## src/rtl/apb_master_bridge.sv

```systemverilog
`default_nettype none
// +----------------------------------------------------------------------------+
// | apb_master_bridge : valid/ready command stream to APB SETUP/ACCESS master |
// | Rev 1.0                                                                    |
// +----------------------------------------------------------------------------+
module apb_master_bridge #(
  parameter int DATA_WIDTH = 32,
  parameter int ADDR_WIDTH = 10,
  parameter int TIMEOUT    = 16
) (
  input  logic                  PCLK,
  input  logic                  PRESET,
  input  logic                  cmd_valid,
  output logic                  cmd_ready,
  input  logic                  cmd_write,
  input  logic [ADDR_WIDTH-1:0] cmd_addr,
  input  logic [DATA_WIDTH-1:0] cmd_wdata,
  output logic                  rsp_valid,
  output logic [DATA_WIDTH-1:0] rsp_rdata,
  output logic                  rsp_err,
  output logic                  busy,
  output logic                  PSEL,
  output logic                  PENABLE,
  output logic                  PWRITE,
  output logic [ADDR_WIDTH-1:0] PADDR,
  output logic [DATA_WIDTH-1:0] PWDATA,
  input  logic [DATA_WIDTH-1:0] PRDATA,
  input  logic                  PREADY,
  input  logic                  PSLVERR
);

  typedef enum logic [1:0] {
    IDLE   = 2'd0,
    SETUP  = 2'd1,
    ACCESS = 2'd2
  } state_t;

  localparam int CNT_W = (TIMEOUT > 1) ? $clog2(TIMEOUT) : 1;
  localparam logic [CNT_W-1:0] CNT_LAST = CNT_W'((TIMEOUT > 0) ? TIMEOUT - 1 : 0);

  state_t                  state, state_nxt;
  logic [CNT_W-1:0]        wait_cnt, wait_cnt_nxt;
  logic                    psel_nxt, penable_nxt, pwrite_nxt;
  logic [ADDR_WIDTH-1:0]   paddr_nxt;
  logic [DATA_WIDTH-1:0]   pwdata_nxt, rsp_rdata_nxt;
  logic                    rsp_valid_nxt, rsp_err_nxt;
  logic                    timed_out;

  assign cmd_ready = (state == IDLE);
  assign busy      = (state != IDLE);
  // Abort on the edge that would close the TIMEOUT-th low-PREADY ACCESS cycle.
  assign timed_out = (TIMEOUT != 0) && (wait_cnt == CNT_LAST);

  always_comb begin
    state_nxt     = state;
    wait_cnt_nxt  = wait_cnt;
    psel_nxt      = PSEL;
    penable_nxt   = PENABLE;
    pwrite_nxt    = PWRITE;
    paddr_nxt     = PADDR;
    pwdata_nxt    = PWDATA;
    rsp_valid_nxt = 1'b0;
    rsp_err_nxt   = rsp_err;
    rsp_rdata_nxt = rsp_rdata;
    case (state)
      IDLE: begin
        if (cmd_valid) begin
          pwrite_nxt  = cmd_write;
          paddr_nxt   = cmd_addr;
          pwdata_nxt  = cmd_wdata;
          psel_nxt    = 1'b1;
          penable_nxt = 1'b0;
          state_nxt   = SETUP;
        end
      end
      SETUP: begin
        penable_nxt  = 1'b1;
        wait_cnt_nxt = '0;
        state_nxt    = ACCESS;
      end
      ACCESS: begin
        if (PREADY) begin
          psel_nxt      = 1'b0;
          penable_nxt   = 1'b0;
          rsp_valid_nxt = 1'b1;
          rsp_err_nxt   = PSLVERR;
          rsp_rdata_nxt = (!PWRITE && !PSLVERR) ? PRDATA : '0;
          state_nxt     = IDLE;
        end else if (timed_out) begin
          psel_nxt      = 1'b0;
          penable_nxt   = 1'b0;
          rsp_valid_nxt = 1'b1;
          rsp_err_nxt   = 1'b1;
          rsp_rdata_nxt = '0;
          state_nxt     = IDLE;
        end else begin
          wait_cnt_nxt = wait_cnt + 1'b1;
        end
      end
      default: begin
        psel_nxt    = 1'b0;
        penable_nxt = 1'b0;
        state_nxt   = IDLE;
      end
    endcase
  end

  always_ff @(posedge PCLK) begin
    if (PRESET) begin
      state     <= IDLE;
      wait_cnt  <= '0;
      PSEL      <= 1'b0;
      PENABLE   <= 1'b0;
      PWRITE    <= 1'b0;
      PADDR     <= '0;
      PWDATA    <= '0;
      rsp_valid <= 1'b0;
      rsp_err   <= 1'b0;
      rsp_rdata <= '0;
    end else begin
      state     <= state_nxt;
      wait_cnt  <= wait_cnt_nxt;
      PSEL      <= psel_nxt;
      PENABLE   <= penable_nxt;
      PWRITE    <= pwrite_nxt;
      PADDR     <= paddr_nxt;
      PWDATA    <= pwdata_nxt;
      rsp_valid <= rsp_valid_nxt;
      rsp_err   <= rsp_err_nxt;
      rsp_rdata <= rsp_rdata_nxt;
    end
  end

endmodule
`default_nettype wire
```

## config.mk

```make
export PLATFORM = sky130hd
export DESIGN_NAME = apb_master_bridge
export DESIGN_NICKNAME = d
export VERILOG_FILES = /design/src/rtl/apb_master_bridge.sv
export SDC_FILE = /design/constraint.sdc
export NUM_CORES = 1
export LEC_CHECK = 0
export ABC_AREA = 1
export BUFFER_PORTS_ARGS = -buffer_cell sky130_fd_sc_hd__buf_2
export CAP_MARGIN = 20
export CORE_MARGIN = 4
export CORE_UTILIZATION = 37
export DETAILED_ROUTE_END_ITERATION = 6
export PLACE_DENSITY = 0.68
export SLEW_MARGIN = 25
export SYNTH_ARGS = -nofsm -noshare
export SYNTH_HDL_FRONTEND = slang
export SYNTH_SLANG_ARGS = --single-unit
```

## constraint.sdc

```tcl
create_clock -name PCLK -period 2.75 [get_ports PCLK]
set_clock_uncertainty 0.05 [all_clocks]
set_input_delay 0.55 -clock PCLK [delete_from_list [all_inputs] [get_ports PCLK]]
set_output_delay 0.55 -clock PCLK [all_outputs]
set_load 0.01 [all_outputs]
```

After elaboration in Yosys (flattened, before gate mapping):

Cells that the tools add are included.

* add/subtract/negate cells: 1
* equality and inequality tests: 7
* multiplexer cells: 20
* bitwise operators: 2
* reduce and logical (&&, ||, !) cells: 13

Operator list (number)
* $mux 32: 3
* $mux 1: 8
* $mux 4: 2
* $pmux 4 s2: 1
* $mux 2: 3
* $ne 2x2->1 const B: 3
* $pmux 1 s3: 2
* $pmux 2 s3: 1
* $reduce_and 2->1: 3
* $reduce_and 3->1: 2
* $reduce_bool 2->1: 3
* $add 4x1->4 const B: 1
* $eq 4x4->1 const B: 1
* $ne 3x3->1 const B: 1
* $eq 2x1->1 const B: 1
* $eq 2x2->1 const B: 1
* $logic_not 1->1: 2
* $logic_not 2->1: 1
* $not 1->1: 2
* $reduce_or 2->1: 1
* $logic_and 1x1->1: 1

* register bits: 85

Logic depth before layout (Yosys ltp):

* depth in word-level cells: 4
* gate-level depth with buffers: 8
* gate-level depth less buffers: 7

Worst setup path before layout:

Ideal clock, no wire load.

* path type: input port to flip-flop
* start point: in PREADY
* end point: reg rsp_rdata[25]
* data arrival time: 1.315 ns
* required time: 2.640 ns
* setup slack: 1.326 ns
* cell stages on the path: 6
* buffers on the path: 1
* cells stage by stage: inv_1 -> or2_2 -> nor2_4 -> buf_2 -> nand3_1 -> nand2_1

* cells in the longest elaborated chain, start to end: 2
* elaborated cells between the ends (all ways): 3

Ends and longest elaborated chain
* start, declared: RTL line 28 `input logic PREADY,`
* $reduce_bool 2->1 (no source line)
* $reduce_and 2->1 (no source line)
* end signal, assigned: RTL line 130 `rsp_rdata <= rsp_rdata_nxt;`
* end, declared: RTL line 19 `output logic [DATA_WIDTH-1:0] rsp_rdata,`

Parallel ways exist; a longest one is shown, timed or not.
A chain may end at the register's enable or synchronous reset.

Final worst setup path:

* start point: reg wait_cnt[1]
* end point: reg rsp_rdata[10]

* cells in the longest elaborated chain, start to end: 3

Ends and longest elaborated chain
* start, declared: RTL line 42 `logic [CNT_W-1:0] wait_cnt, wait_cnt_nxt;`
* start signal, assigned: RTL line 122 `wait_cnt <= wait_cnt_nxt;`
* $eq 4x4->1: RTL line 52 `assign timed_out = (TIMEOUT != 0) && (wait_cnt == CNT_LAST);`
* $reduce_bool 2->1 (no source line)
* $reduce_and 2->1 (no source line)

No other way between the ends.

==> flow_metrics.py <==
metrics = {
    "drt": {
        "drt_iter0_drc": 99,
        "wirelength_mm": 8.568,
        "ant_nets": 0,
        "firstDrtPassIters": 4,
        "vias": 3014,
        "wire_per_inst_um": 13.45,
        "viasPerCell": 4.732,
        "drc": 0,
    },
    "setup_path": {
        "reg2reg_slack_ns": 0.92,
        "startpoint": "wait_cnt[1]",
        "end_kind": "flip-flop",
        "reg2reg_depth": 7,
        "arrival_ns": 2.08,
        "crit_family": "simple AND/OR/NAND/NOR gates",
        "critPathLaunchType": "flip-flop",
        "required_ns": 3.00,
        "slowest_stage": "nor2_8",
        "worstPathMaxFanout": 33,
        "reg2reg_to": "rsp_rdata[10]",
        "cp.buffers_inverters": 0,
        "endpoint": "rsp_rdata[10]",
        "cp_cell_sequence": "ha_1 -> nand3_2 -> nand2_2 -> nand2_4 -> nor2_8 -> nand3_1 -> nand2_1",
        "max_stage_delay_ns": 0.43,
        "crit_cells": 7,
        "setup.worst_path.class": "reg2reg",
        "r2r-start": "wait_cnt[1]",
    },
    "global_route": {
        "antenna_found_initial": 0,
        "grt_max_degree": 48,
        "first_global_vias": 2876,
        "grt_usage": 0.1703,
        "gr-total-overflow": 0,
        "grt_pass1_wl_mm": 13.58,
    },
    "timing": {
        "post-route-min-period_ns": 1.830,
        "rsz0062_at_grt": "no",
        "max_freq_mhz": 546.5,
        "setup_viol": 0,
        "slew_violations": 0,
        "period_share": 0.6654,
        "hold_viol": 0,
        "slew-limit-headroom": 0.5084,
        "fin_setup_tns_ns": 0,
        "tightest_slew_ns": 0.7364,
        "timing.final.ws_setup_ns": 0.9202,
    },
    "hold_path": {
        "hold_class": "in2reg",
    },
    "synth": {
        "synthCells": 381,
        "syn-cell-area_um2": 3065,
        "ys_types": 21,
        "syn-num-nets": 462,
        "ys_warn_count": 0,
        "synth.avg_cell_area_um2": 8.046,
        "ys_seq_area_frac": 0.5486,
        "ys_ff_latch": 84,
    },
    "cells_and_area": {
        "final_area_um2": 4088,
        "diodes": 0,
        "nets": 611,
        "final_cell_mix": "buf_2 (160), nor2_1 (90), dfxtp_1 (84)",
        "syn_to_final_growth_pct": 33.35,
        "final_common_cell": "buf_2",
        "fin_cells": 637,
        "drive_gt1_frac": 0.3551,
    },
    "placed_design": {
        "port_buffers": 160,
        "place_ws_ns": 0.8223,
        "gp_congestion": 0.7646,
        "place_inst": 621,
        "dpl_cell_area_um2": 3872,
        "hpwl_mm": 6.117,
    },
    "power": {
        "ir_worst_vdd_mv": 0.2892,
        "power_density_nw_per_um2": 633.2,
        "p_leak_nw": 2.138,
        "finalPower_mw": 2.588,
    },
    "clock_tree": {
        "cts_tree": "done",
        "cts_buffers": 9,
        "clock-sinks": 84,
        "cts_buffer_depth": 2,
        "cts.clk_slew.worst_paths_ns": 0.08,
        "insertion_delay_ns": 0.35,
        "cts-root-buf": "clkbuf_8",
        "cts_setup_buffers": 0,
        "h-tree-depth": 3,
        "cts_resized": 0,
        "hold_buffers": 0,
    },
    "run": {
        "drv_cap": 0,
    },
    "die": {
        "rows": 32,
        "die_h_um": 99.02,
        "num_io_pins": 161,
        "core_area_um2": 7888,
        "die-width_um": 99.02,
        "die_area_um2": 9805,
        "start_util": 0.3886,
    },
    "run_status": {
        "status": "completed",
    },
}
report_power, final:
part           switching, mW  total (mW)  leakage [nW]  internal [mW]
Clock                  0.443       0.951         0.109          0.508
Combinational          0.193       0.324          1.34          0.131
Sequential            0.0340        1.31         0.688           1.28
sequential cells by signal, summed over array words and instances (netlist names):
signal,cells
state,2
rsp_err,1
rsp_valid,1
wait_cnt,4
rsp_rdata,32
PWRITE,1
PADDR,10
PSEL,1
PWDATA,32
cell families (layout without fill, tap and decap cells):
kind of cell / Yosys count / in the layout / synth area share
and+or+nand+nor: 210 / 210 / 0.3041
DFF: 84 / 84 / 0.5486
AOI/OAI and AO/OA: 53 / 53 / 0.08653
buffers and inverters: 33 / 187 / 0.05674
adders and majority gates: 1 / 1 / 0.004081
how the worst min path moves through the flow:
stage                   from            end  slack [ns]  cells after the start
3_3_place_gp   rsp_rdata[24]  rsp_rdata[24]        0.40                      2
3_5_place_dp   rsp_rdata[17]  rsp_rdata[17]        0.41                      2
2_1_floorplan    wait_cnt[1]    wait_cnt[1]        0.43                      2
5_1_grt            PRDATA[8]   rsp_rdata[8]        0.35                      3
6_report           PRDATA[8]   rsp_rdata[8]        0.36                      3
4_1_cts            PRDATA[9]   rsp_rdata[9]        0.35                      3
worst register-to-register path, stage by stage, from the launching register on:
cell	delay, ns
dfxtp_1	0.40
ha_1	0.23
nand3_2	0.10
nand2_2	0.11
nand2_4	0.23
nor2_8	0.43
nand3_1	0.15
nand2_1	0.09
Yosys cell counts, drive strengths merged:
library cell | instances | area [um^2]
nor2 | 94 | 386.6
dfxtp | 84 | 1682
nand3 | 70 | 355.3
o21ai | 46 | 230.2
nand2 | 44 | 177.7
clkbuf | 13 | 48.80
buf | 12 | 95.09
inv | 8 | 30.03
a21oi | 7 | 35.03
ha | 1 | 12.51
nand4 | 1 | 6.260
or2 | 1 | 6.260
through the flow:
step,hold slack [ns],utilization
after global placement,0.4044,0.4910
after detailed placement,0.4089,0.4910
after CTS,0.3503,0.5182
after floorplan,0.4338,-
after global routing,0.3462,0.5182
final,0.3617,0.5182
metal layers:
metal	share of wire	GRT usage
met3	0.081	0.06582
met4	0.011	0.05567
met1	0.40	0.1957
met5	0	0
met2	0.51	0.2898
cell type report:
class | count | area, um^2
Tap cell | 102 | 127.6
Clock inverter | 7 | 91.34
Timing Repair Buffer | 163 | 823.3
Multi-Input combinational cell | 264 | 1210
Fill cell | 790 | 3800
Sequential cell | 84 | 1682
Clock buffer | 9 | 123.9
Inverter | 8 | 30.03
Note: power is estimated with default switching activity, not from simulation.
